[src/rtl/i2s_speaker_tx.sv]
`default_nettype none
// ============================================================================
// Module   : i2s_speaker_tx
// Purpose  : I2S bus-controller transmitter. Generates sck/ws from clk_in and
//            shifts one buffered stereo PCM pair per frame, MSB first, toward
//            an I2S DAC/amplifier. Samples arrive on a valid/ready stream into
//            a one-entry holding buffer.
// Ports    : clk_in            system clock
//            rst_in            asynchronous reset, active-low
//            left_in/right_in  PCM pair, captured on valid && ready
//            sample_valid_in   pair offered
//            sample_ready_out  holding buffer empty
//            spk_sck           I2S bit clock
//            spk_ws            word select (0 = left, 1 = right)
//            spk_data          serial data, changes only on sck fall
//            underrun_out      1-cycle pulse when a frame starts with no pair
// Revision : 1.0  initial release
// ============================================================================
module i2s_speaker_tx #(
    parameter int CLK_DIV      = 16,
    parameter int SAMPLE_WIDTH = 24,
    parameter int SLOT_WIDTH   = 32
) (
    input  logic                    clk_in,
    input  logic                    rst_in,
    input  logic [SAMPLE_WIDTH-1:0] left_in,
    input  logic [SAMPLE_WIDTH-1:0] right_in,
    input  logic                    sample_valid_in,
    output logic                    sample_ready_out,
    output logic                    spk_sck,
    output logic                    spk_ws,
    output logic                    spk_data,
    output logic                    underrun_out
);

    localparam int c_FRAME_BITS = 2 * SLOT_WIDTH;
    localparam int c_DIV_W      = (CLK_DIV > 1) ? $clog2(CLK_DIV) : 1;
    localparam int c_BIT_W      = $clog2(c_FRAME_BITS);

    localparam logic [c_DIV_W-1:0] c_DIV_LAST = c_DIV_W'(CLK_DIV - 1);
    localparam logic [c_BIT_W-1:0] c_BIT_LAST = c_BIT_W'(c_FRAME_BITS - 1);
    localparam logic [c_BIT_W-1:0] c_WS_FIRST = c_BIT_W'(SLOT_WIDTH - 1);
    localparam logic [c_BIT_W-1:0] c_WS_LAST  = c_BIT_W'(c_FRAME_BITS - 2);

    logic [c_DIV_W-1:0]      r_div_cnt;
    logic                    r_sck;
    logic [c_BIT_W-1:0]      r_bit_cnt;
    logic                    r_ws;
    logic                    r_data;
    logic                    r_underrun;
    logic [c_FRAME_BITS-1:0] r_shift;
    logic                    r_buf_full;
    logic [SAMPLE_WIDTH-1:0] r_buf_l;
    logic [SAMPLE_WIDTH-1:0] r_buf_r;

    logic                    w_div_wrap;
    logic                    w_sck_fall;
    logic [c_BIT_W-1:0]      w_bit_next;
    logic                    w_ws_next;
    logic                    w_frame_load;
    logic                    w_accept;
    logic [SLOT_WIDTH-1:0]   w_slot_l;
    logic [SLOT_WIDTH-1:0]   w_slot_r;
    logic [c_FRAME_BITS-1:0] w_frame;

    assign w_div_wrap   = (r_div_cnt == c_DIV_LAST);
    assign w_sck_fall   = w_div_wrap && r_sck;
    assign w_bit_next   = (r_bit_cnt == c_BIT_LAST) ? '0 : r_bit_cnt + c_BIT_W'(1);
    // ws leads each slot by one bit: high from the last left bit up to the
    // second-to-last right bit.
    assign w_ws_next    = (w_bit_next >= c_WS_FIRST) && (w_bit_next <= c_WS_LAST);
    assign w_frame_load = w_sck_fall && (w_bit_next == '0);
    assign w_accept     = sample_valid_in && !r_buf_full;

    // Samples are left-justified in their slots; unused LSBs transmit zero.
    assign w_slot_l = SLOT_WIDTH'(r_buf_l) << (SLOT_WIDTH - SAMPLE_WIDTH);
    assign w_slot_r = SLOT_WIDTH'(r_buf_r) << (SLOT_WIDTH - SAMPLE_WIDTH);
    // An empty buffer at frame start yields a silent frame.
    assign w_frame  = r_buf_full ? {w_slot_l, w_slot_r} : '0;

    // Bit clock divider
    always_ff @(posedge clk_in or negedge rst_in) begin
        if (!rst_in) begin
            r_div_cnt <= '0;
            r_sck     <= 1'b0;
        end else begin
            if (w_div_wrap) begin
                r_div_cnt <= '0;
                r_sck     <= ~r_sck;
            end else begin
                r_div_cnt <= r_div_cnt + c_DIV_W'(1);
            end
        end
    end

    // Serialiser: every output change happens on the sck-fall clk edge
    always_ff @(posedge clk_in or negedge rst_in) begin
        if (!rst_in) begin
            r_bit_cnt  <= c_BIT_LAST;
            r_ws       <= 1'b0;
            r_data     <= 1'b0;
            r_shift    <= '0;
            r_underrun <= 1'b0;
        end else begin
            r_underrun <= w_frame_load && !r_buf_full;
            if (w_sck_fall) begin
                r_bit_cnt <= w_bit_next;
                r_ws      <= w_ws_next;
                if (w_frame_load) begin
                    r_data  <= w_frame[c_FRAME_BITS-1];
                    r_shift <= {w_frame[c_FRAME_BITS-2:0], 1'b0};
                end else begin
                    r_data  <= r_shift[c_FRAME_BITS-1];
                    r_shift <= {r_shift[c_FRAME_BITS-2:0], 1'b0};
                end
            end
        end
    end

    // One-entry holding buffer. A pair accepted on the load edge itself is
    // kept for the following frame; the load sees the pre-accept state.
    always_ff @(posedge clk_in or negedge rst_in) begin
        if (!rst_in) begin
            r_buf_full <= 1'b0;
            r_buf_l    <= '0;
            r_buf_r    <= '0;
        end else begin
            if (w_accept) begin
                r_buf_full <= 1'b1;
                r_buf_l    <= left_in;
                r_buf_r    <= right_in;
            end else if (w_frame_load) begin
                r_buf_full <= 1'b0;
            end
        end
    end

    assign sample_ready_out = !r_buf_full;
    assign spk_sck          = r_sck;
    assign spk_ws           = r_ws;
    assign spk_data         = r_data;
    assign underrun_out     = r_underrun;

endmodule
`default_nettype wire
[config.mk]
export PLATFORM = sky130hd
export DESIGN_NAME = i2s_speaker_tx
export DESIGN_NICKNAME = d
export VERILOG_FILES = /design/src/rtl/i2s_speaker_tx.sv
export SDC_FILE = /design/constraint.sdc
export NUM_CORES = 1
export LEC_CHECK = 0
export ABC_AREA = 1
export CORE_ASPECT_RATIO = 0.5
export CORE_UTILIZATION = 63
export CTS_CLUSTER_SIZE = 16
export DETAILED_ROUTE_END_ITERATION = 10
export DONT_BUFFER_PORTS = 1
export GPL_TIMING_DRIVEN = 0
export PLACE_DENSITY_LB_ADDON = 0.1
export SYNTH_ARGS = -nofsm -noshare
export SYNTH_HDL_FRONTEND = slang
export SYNTH_SLANG_ARGS = --single-unit
[constraint.sdc]
create_clock -name clk_in -period 2.45 [get_ports clk_in]
set_clock_uncertainty 0.15 [all_clocks]
set_input_delay 0.6125 -clock clk_in [delete_from_list [all_inputs] [get_ports clk_in]]
set_output_delay 0.6125 -clock clk_in [all_outputs]
set_load 0.01 [all_outputs]
After elaboration in Yosys (flattened, before gate mapping)
Cells that the tools add are included.
Widths: inputs -> output; s select.
Storage, ports and cells
  flip-flop bits (word level): 127
  input port bits: 51
Cells by class
  $add $sub $neg: 2
  magnitude comparators: 2
  equal/unequal tests: 2
  muxes and demuxes: 7
  bitwise gates (word level): 1
  reductions and logical operators: 8
Operators by type and width (number)
  $mux 64: 2
  $add 6x1->6 const B: 1
  $eq 6x6->1 const B: 1
  $ge 6x5->1 const B: 1
  $le 6x6->1 const B: 1
  $logic_not 6->1: 1
  $mux 6: 1
  $logic_and 1x1->1: 5
  $add 4x1->4 const B: 1
  $eq 4x4->1 const B: 1
  $mux 4: 1
  $mux 1: 3
  $reduce_bool 2->1: 1
  $logic_not 1->1: 1
  $not 1->1: 1

Depth between registers and ports, before layout
Gate-level depths: netlist of the first run.
  depth after elaboration: 6
  mapped depth: 12

Worst setup path before layout of the first run
OpenSTA, ideal clock, no wires.
  path type: reg2reg
  start point: register r_bit_cnt[1]
  end point: register r_shift[27]
  arrival: 1.684 ns
  path slack: 0.498 ns
  cell stages (with the launch flop): 11
  buffers on the path: 2
  clock period less this slack: 1.952 ns
  path through: dfstp_2 -> ha_1 -> nand4_1 -> nand2_1 -> nand2_1 -> nor2_2 -> buf_4 -> buf_4 -> nand4_1 -> nand3_1 -> nand2_1
On the way
  cells in the longest elaborated chain, start to end: 5
RTL lines
  start: declaration: line 47  | logic [c_BIT_W-1:0] r_bit_cnt;
  start signal: assignment: line 99  | r_bit_cnt <= c_BIT_LAST;
  start signal: assignment: line 107  | r_bit_cnt <= w_bit_next;
  $add 6x1->6 / $eq 6x6->1 (equally long branches): line 68  | assign w_bit_next = (r_bit_cnt == c_BIT_LAST) ? '0 : r_bit_cnt + c_BIT_W'(1);
  $mux 6 (*): line 68
  $logic_not 6->1 (*): line 72  | assign w_frame_load = w_sck_fall && (w_bit_next == '0);
  $logic_and 1x1->1 (*): line 72
  $mux 64 (*): line 109  | if (w_frame_load) begin
  end signal: assignment: line 111  | r_shift <= {w_frame[c_FRAME_BITS-2:0], 1'b0};
  end signal: assignment: line 114  | r_shift <= {r_shift[c_FRAME_BITS-2:0], 1'b0};
  end: declaration: line 51  | logic [c_FRAME_BITS-1:0] r_shift;
Mark *: on every way between the ends. The rest lies on a longest branch, timed or not.
A chain may end at the register's enable or synchronous reset.

Final worst setup path of the first run
  start point: register r_buf_full
  end point: register r_buf_l[15]
On the way
  cells in the longest elaborated chain, start to end: 2
RTL lines
  start: declaration: line 52  | logic r_buf_full;
  start signal: assignment: line 124  | r_buf_full <= 1'b0;
  start signal: assignment: line 129  | r_buf_full <= 1'b1;
  start signal: assignment: line 133  | r_buf_full <= 1'b0;
  $logic_not 1->1
  via sample_ready_out: line 29  | output logic sample_ready_out,
  $logic_and 1x1->1: line 73  | assign w_accept = sample_valid_in && !r_buf_full;
  end signal: assignment: line 130  | r_buf_l <= left_in;
  end: declaration: line 53  | logic [SAMPLE_WIDTH-1:0] r_buf_l;
The timed path passes the listed nets, and every way through them passes these cells.

==> results of run 1 <==
## synth_stat cells, drive strengths merged (2+ instances only)
cell type and n:
nor2 6, dfstp 6, inv 56, xor2 2, o21ai 8, nand2 226
ha 5, clkbuf 24, dfrtp 112, nand4 50, buf 21, mux2 48
nand3 66
## cell type report
cell class              count  area, um^2  share of cell area, %
flip-flops and latches    118        2960                   46.3
multi-input cells         416        2230                   34.8
clock buffers              24         502                   7.84
plain buffers              45         236                   3.70
inverters                  57         214                   3.34
well taps                 112         140                   2.19
clock inverters             8         119                   1.86
## per-stage QoR
stage               setup WS, ps  hold WS [ps]  total power, mW  instance area, um^2
floorplan                    498           167             1.99                 5620
global placement             138           170             1.99                 5760
detailed placement           115           170             1.99                 5760
CTS                         81.9          -265             4.56                 6380
global route               0.368          -276             4.67                 6400
finish                       157          -259             4.54                 6400
## flip-flops by register name, indices dropped and copies added, names as in the netlist
name,count
spk_data,1
spk_ws,1
r_buf_l,24
r_buf_r,24
r_buf_full,1
r_bit_cnt,6
r_div_cnt,4
spk_sck,1
r_shift,55
underrun_out,1
## kinds of logic after synthesis
kind of cell	after synthesis	synth area share [%]
and+or+nand+nor	350	27.3
DFF	118	52.7
xor gates and xnor gates	3	0.468
muxes	48	9.62
adders and majority gates	5	1.11
AOI/OAI and AO/OA	10	0.957
buffers and inverters	102	7.84
## what timing repair did
action / CTS / global route
endpoints found under the hold margin: 118 / 118
gates resized for setup: 0 / 13
endpoints found under the setup margin: 0 / 28
## power breakdown
group	switching, mW	leakage, nW	internal (mW)
combinational	0	1.45	0.000860
clock	0.857	0.310	1.73
sequential	0	1.61	1.95
## routing by layer
layer  up-vias  wire length, um  GRT usage [%]
met4         0              128           10.7
met1      2124             5850           40.1
li1       2116                -              -
met5         -                0              0
met2       120             5260           42.4
met3        13              729           8.41
## path summary, 6_finish.rpt
path                             start      endpoint  slack, ps
max in group asynchronous       rst_in  r_bit_cnt[4]       2160
min reg2reg                r_shift[25]   r_shift[25]        330
max                         r_buf_full   r_buf_l[15]        160
max reg2reg                 r_buf_full   r_buf_l[15]        160
min                             rst_in   r_buf_l[19]       -260
min in group clk_in        right_in[8]    r_buf_r[8]        190
==> summary.md, run 1 <==
| Metric | Value |
|---|---|
| Outcome | complete, but fails checks |
| Gr usage total | 28.6% |
| Hold Crit Class | input port to asynchronous set/reset pin |
| Top post-synthesis cells by area | dfrtp_1 50%, nand2_1 15%, mux2_2 9.6% |
| Postcts setup bufs | 0 |
| Worst R2R Path Depth | 6 |
| Die X | roughly 140 um |
| Yosys warning count | 0 |
| Peak VDD IR | 0.616 mV |
| Final core utilization | about 77% |
| Wire per inst | 15.3 um |
| Final hold slack | -259 ps |
| Top cell type's share of synthesized area | between 40% and 50% |
| Die Ht | slightly below 70 um |
| Max cap viols | 0 |
| Post-placement cell count | 748 |
| Post-synth top flop | dfrtp_1 |
| H-tree Lvls | 4 |
| Crit-path max FO | 10 |
| Post-synth top area cell | dfrtp_1 |
| Ports | between 50 and 60 |
| Cts bufs inserted | 17 |
| Crit-path slowest cell | mux2_2 |
| Tmin final | approximately 2300 ps |
| RSZ-0062 raised after global routing | false |
| Most common cell after layout, fill and taps aside | nand2_1 |
| Cell count after synthesis | roughly 640 |
| Post-Route Setup TNS | 0 ps |
| Critical path depth | 6 |
| DIE AREA | around 9300 um^2 |
| Avg Cell Area, Syn | a little under 9 um^2 |
| Crit path arrival time | between 2000 and 2500 ps |
| Remaining global-route overflow | 0 |
| Longest Clk Path Bufs | 2 |
| FILL cells | a little under 600 |
| Yosys reg bits | 118 |
| Pwr Density | just over 700 nW/um^2 |
| Initial antenna violation count | 0 |
| Critical path startpoint category | flip-flop |
| Worst rel slew slack | between 60% and 70% |
| Register area share after synthesis | between 50% and 60% |
| Global-route wire length before repair | approximately 20000 um |
| Worst skew pair latency | ~420 ps |
| Fin crit share | just over 90% |
| Pleak | between 3 and 4 nW |
| Top cell by count, worst path | buf_2 |
| Async set or reset register ratio after synthesis | between 90% and 100% |
| FP Rows | 23 |
| Iter 0 DRT Violations | between 200 and 300 |
| Distinct cells, synth | 24 |
| CP peak stage delay | between 300 and 400 ps |
| Num Clock Sinks | ~120 |
| Nets | just over 700 |
| Cell family with most CP delay | buffers and inverters |
| WP buf/inv | 4 |
| Routed vias/inst | approximately 5.6 |
| Largest net degree at the start of global routing | 119 |
| Initial core utilization | between 60% and 70% |
| Buffers added on ports | 0 |
| Crit path cell chain | clkbuf_1 -> inv_1 -> nand2_1 -> buf_2 -> buf_2 -> mux2_2 |
| Hold Fails Final Rpt | 118 |
| Core ar. | between 8000 and 9000 um^2 |
| Synth Cell Area | between 5000 and 6000 um^2 |
| GP Congestion | 0.823 |
| CP Capture Type | flip-flop |
| DRC violations left | 0 |
| Post-Synthesis Net Count | 692 |
| Fmax | between 400 and 500 MHz |
| Drt total wl | between 10000 and 15000 um |
| First drt pass iteration count | 5 |
| Most frequent cells in the layout | 225 x nand2_1, 112 x dfrtp_1, 65 x nand3_1 |
| CTS tree | yes |
| Worst EP required | 2590 ps |
| Failing checks | negative hold slack |
| N_diodes | 0 |
| Area growth from synthesis to layout | 13.9% |
| Number of synthesized flops with an enable pin | 0 |
| DR vias | between 4000 and 5000 |
| Share of layout cells above drive strength 1 | about 17% |
| Antenna viol nets, final | 0 |
| Worst Tran Pin Value | between 500 and 600 ps |
| Number of global-route vias before repair | 4001 |
| Endpoints failing setup | 0 |
| Post-DP HPWL | approximately 7500 um |
| CTS root buffer | clkbuf_16 |
| Max-slew violation count | 0 |
| WS Path Type | flip-flop to flip-flop |
| Clock Pin Slew Worst Setup and Hold Paths | approximately 50 ps |
| Final cell count without fillers | around 800 |
No activity file was read; power rests on OpenSTA's default activity.
==> run 2, diff against run 1 <==
--- a/config.mk
+++ b/config.mk
@@ -7,7 +7,8 @@
 export LEC_CHECK = 0
 export ABC_AREA = 1
 export CORE_ASPECT_RATIO = 0.5
-export CORE_UTILIZATION = 63
+export CORE_MARGIN = 5
+export CORE_UTILIZATION = 30
 export CTS_CLUSTER_SIZE = 16
 export DETAILED_ROUTE_END_ITERATION = 10
 export DONT_BUFFER_PORTS = 1
==> summary.md, run 2 (synthesis gave the netlist of run 1 again) <==
| Metric | Value |
|---|---|
| Outcome | complete, but fails checks (unchanged) |
| Failing checks | negative hold slack (unchanged) |
| Fmax | 443 MHz (was 436 MHz) |
| Nets | 711 (unchanged) |
| Ports | 56 (unchanged) |
| Area occupied by multi-input gates | 2240 um^2 (was 2230 um^2) |
| Initial core utilization | 30.6% (was 67.6%) |
| GP Congestion | 0.753 (was 0.823) |
| Pwr Density | 688 nW/um^2 (was 709 nW/um^2) |
| Remaining global-route overflow | 0 (unchanged) |
| CTS tree | yes (unchanged) |
| Pleak | 3.35 nW (was 3.38 nW) |
| Fin crit share | 92.1% (was 93.6%) |
| CP Capture Type | flip-flop (unchanged) |
| Worst R2R Path Depth | 10 (was 6) |
| WP buf/inv | 2 (was 4) |
| Crit path cell chain | ha_2 -> nand4_1 -> nand2_2 -> nand2_1 -> nor2_4 -> buf_6 -> buf_4 -> nand4_1 -> nand3_1 -> nand2_1 (was clkbuf_1 -> inv_1 -> nand2_1 -> buf_2 -> buf_2 -> mux2_2) |
| Clock Pin Slew Worst Setup and Hold Paths | 60 ps (was 50 ps) |
| Die X | 204 um (was 136 um) |
| DR vias | 4272 (was 4373) |
| Die Ht | 107 um (was 68.8 um) |
| Crit-path max FO | 10 (unchanged) |
| Dpl ws | -6.47 ps (was 115 ps) |
| N_diodes | 0 (unchanged) |
| Peak VDD IR | 0.503 mV (was 0.616 mV) |
| FILL cells | 1908 (was 587) |
| Critical path startpoint category | flip-flop (unchanged) |
| Max-slew violation count | 0 (unchanged) |
| Antenna viol nets, final | 0 (unchanged) |
| FF+latch area | 2960 um^2 (unchanged) |
| Worst reg2reg path startpoint | r_bit_cnt[1] (was r_buf_full) |
| WS Path Type | flip-flop to flip-flop (unchanged) |
| Worst EP required | 2600 ps (was 2590 ps) |
| Most common cell after layout, fill and taps aside | nand2_1 (unchanged) |
| Postcts setup bufs | 0 (unchanged) |
| Final cell count without fillers | 907 (was 780) |
| Final hold slack | -259 ps (about the same) |
| Post-placement cell count | 876 (was 748) |
| CP peak stage delay | 580 ps (was 370 ps) |
| Number of global-route vias before repair | 4391 (was 4001) |
| Cts bufs inserted | 17 (unchanged) |
| Largest net degree at the start of global routing | 119 (unchanged) |
| Global-route wire length before repair | 23900 um (was 19700 um) |
| Core ar. | 18400 um^2 (was 8320 um^2) |
| Largest register FFs | 55 (unchanged) |
| Worst skew pair latency | 420 ps (about the same) |
| Iter 0 DRT Violations | 248 (was 295) |
| FP Rows | 35 (was 23) |
| Drt total wl | 14100 um (was 12000 um) |
| Share of layout cells above drive strength 1 | 17.7% (was 17.1%) |
| Wire per inst | 15.6 um (was 15.3 um) |
| H-tree Lvls | 4 (unchanged) |
| DRC violations left | 0 (unchanged) |
| Gr usage total | 14.0% (was 28.6%) |
| Worst reg-to-reg setup slack | 190 ps (was 160 ps) |
| Initial antenna violation count | 1 (was 0) |
| DIE AREA | 21700 um^2 (was 9320 um^2) |
| Longest Clk Path Bufs | 2 (unchanged) |
| Worst Tran Pin Value | 591 ps (was 542 ps) |
| Buffers added on ports | 0 (unchanged) |
| Min setup slack post-route | 192 ps (was 157 ps) |
| Crit path arrival time | 2410 ps (was 2430 ps) |
| Num Clock Sinks | 118 (unchanged) |
| Hold Crit Class | input port to asynchronous set/reset pin (unchanged) |
| Final Power | 4.51 mW (was 4.54 mW) |
| Area growth from synthesis to layout | 16.5% (was 13.9%) |
| Most frequent cells in the layout | 224 x nand2_1, 112 x dfrtp_1, 64 x nand3_1 (was 225 x nand2_1, 112 x dfrtp_1, 65 x nand3_1) |
| Max cap viols | 0 (unchanged) |
| Routed vias/inst | 4.71 (was 5.61) |
| Top flop regs | r_shift (55), r_buf_l (24), r_buf_r (24) (unchanged) |
| Tmin final | 2260 ps (was 2290 ps) |
| CTS root buffer | clkbuf_16 (unchanged) |
| RSZ-0062 raised after global routing | false (unchanged) |
| Largest register by flop count | r_shift (unchanged) |
| First drt pass iteration count | 4 (was 5) |
| Worst rel slew slack | 60.6% (was 63.9%) |
| Endpoints failing setup | 0 (unchanged) |
| Crit-path slowest cell | dfstp_2 (was mux2_2) |
| Cell family with most CP delay | simple AND/OR/NAND/NOR gates (was buffers and inverters) |
| RR Endpoint | r_shift[41] (was r_buf_l[15]) |
| Post-DP HPWL | 9150 um (was 7490 um) |
| Hold Fails Final Rpt | 118 (unchanged) |
[run 2: changes by cell type in the layout (fill, tap and decap cells not counted)]
cell        change
buf_2           -2
clkbuf_1        -2
clkbuf_4        +2
clkbuf_8        -4
clkinv_4        +1
clkinvlp_4      +4
ha_1            -1
ha_2            +1
nand2_1         -1
nand2_2         +1
nand3_1         -1
nand3_2         +1
[run 2: timing repair]
item | CTS | global route
endpoints found under the hold margin | 118 | 118
endpoints found under the setup margin | 1 | 53
resized for setup | 2 | 15
[run 2: how the worst max path moves through the flow]
stage                       from           to  slack (ps)  depth (start not counted)
detailed placement  r_bit_cnt[1]  r_shift[44]          -6                          9
CTS                 r_bit_cnt[1]  r_shift[55]           8                          9
floorplan           r_bit_cnt[1]  r_shift[27]         500                         10
finish              r_bit_cnt[1]  r_shift[41]         190                         10
global placement    r_bit_cnt[1]  r_shift[44]          -1                          9
global route        r_bit_cnt[1]  r_shift[58]          20                         10
[run 2: routing by layer]
layer | up-vias | track usage, % | wire, um | share of wire [%]
met5 | - | 0 | 13 | 0.092
met1 | 2074 | 19.3 | 7160 | 51
met2 | 78 | 21.1 | 6170 | 44
met3 | 17 | 4.11 | 605 | 4.3
li1 | 2101 | - | - | -
met4 | 2 | 4.81 | 208 | 1.5
[run 2: per-stage QoR]
step / utilization (%) / cell area [um^2] / setup TNS (ps) / hold WS [ps]
after floorplan: - / 5620 / 0 / 167
after global placement: 32.2 / 5920 / -0.990 / 172
after detailed placement: 32.2 / 5920 / -6.47 / 171
after CTS: 35.5 / 6520 / 0 / -280
after global routing: 35.6 / 6550 / 0 / -285
final: 35.6 / 6550 / 0 / -259
[run 2: power breakdown]
group | leakage [nW] | switching, mW | total [mW] | internal (mW)
logic | 1.46 | 0 | 0.000862 | 0.000860
clock network | 0.284 | 0.941 | 2.55 | 1.61
registers | 1.61 | 0 | 1.95 | 1.95
total | 3.35 | 0.941 | 4.51 | 3.56
[run 2: final cells by class]
| type | instances | share of cell area (%) |
|---|---|---|
| Buffer | 45 | 3.69 |
| Clock buffer | 18 | 6.71 |
| Clock inverter | 13 | 2.41 |
| Inverter | 57 | 3.27 |
| Multi-Input combinational cell | 416 | 34.1 |
| Sequential cell | 118 | 45.2 |
| Tap cell | 240 | 4.59 |
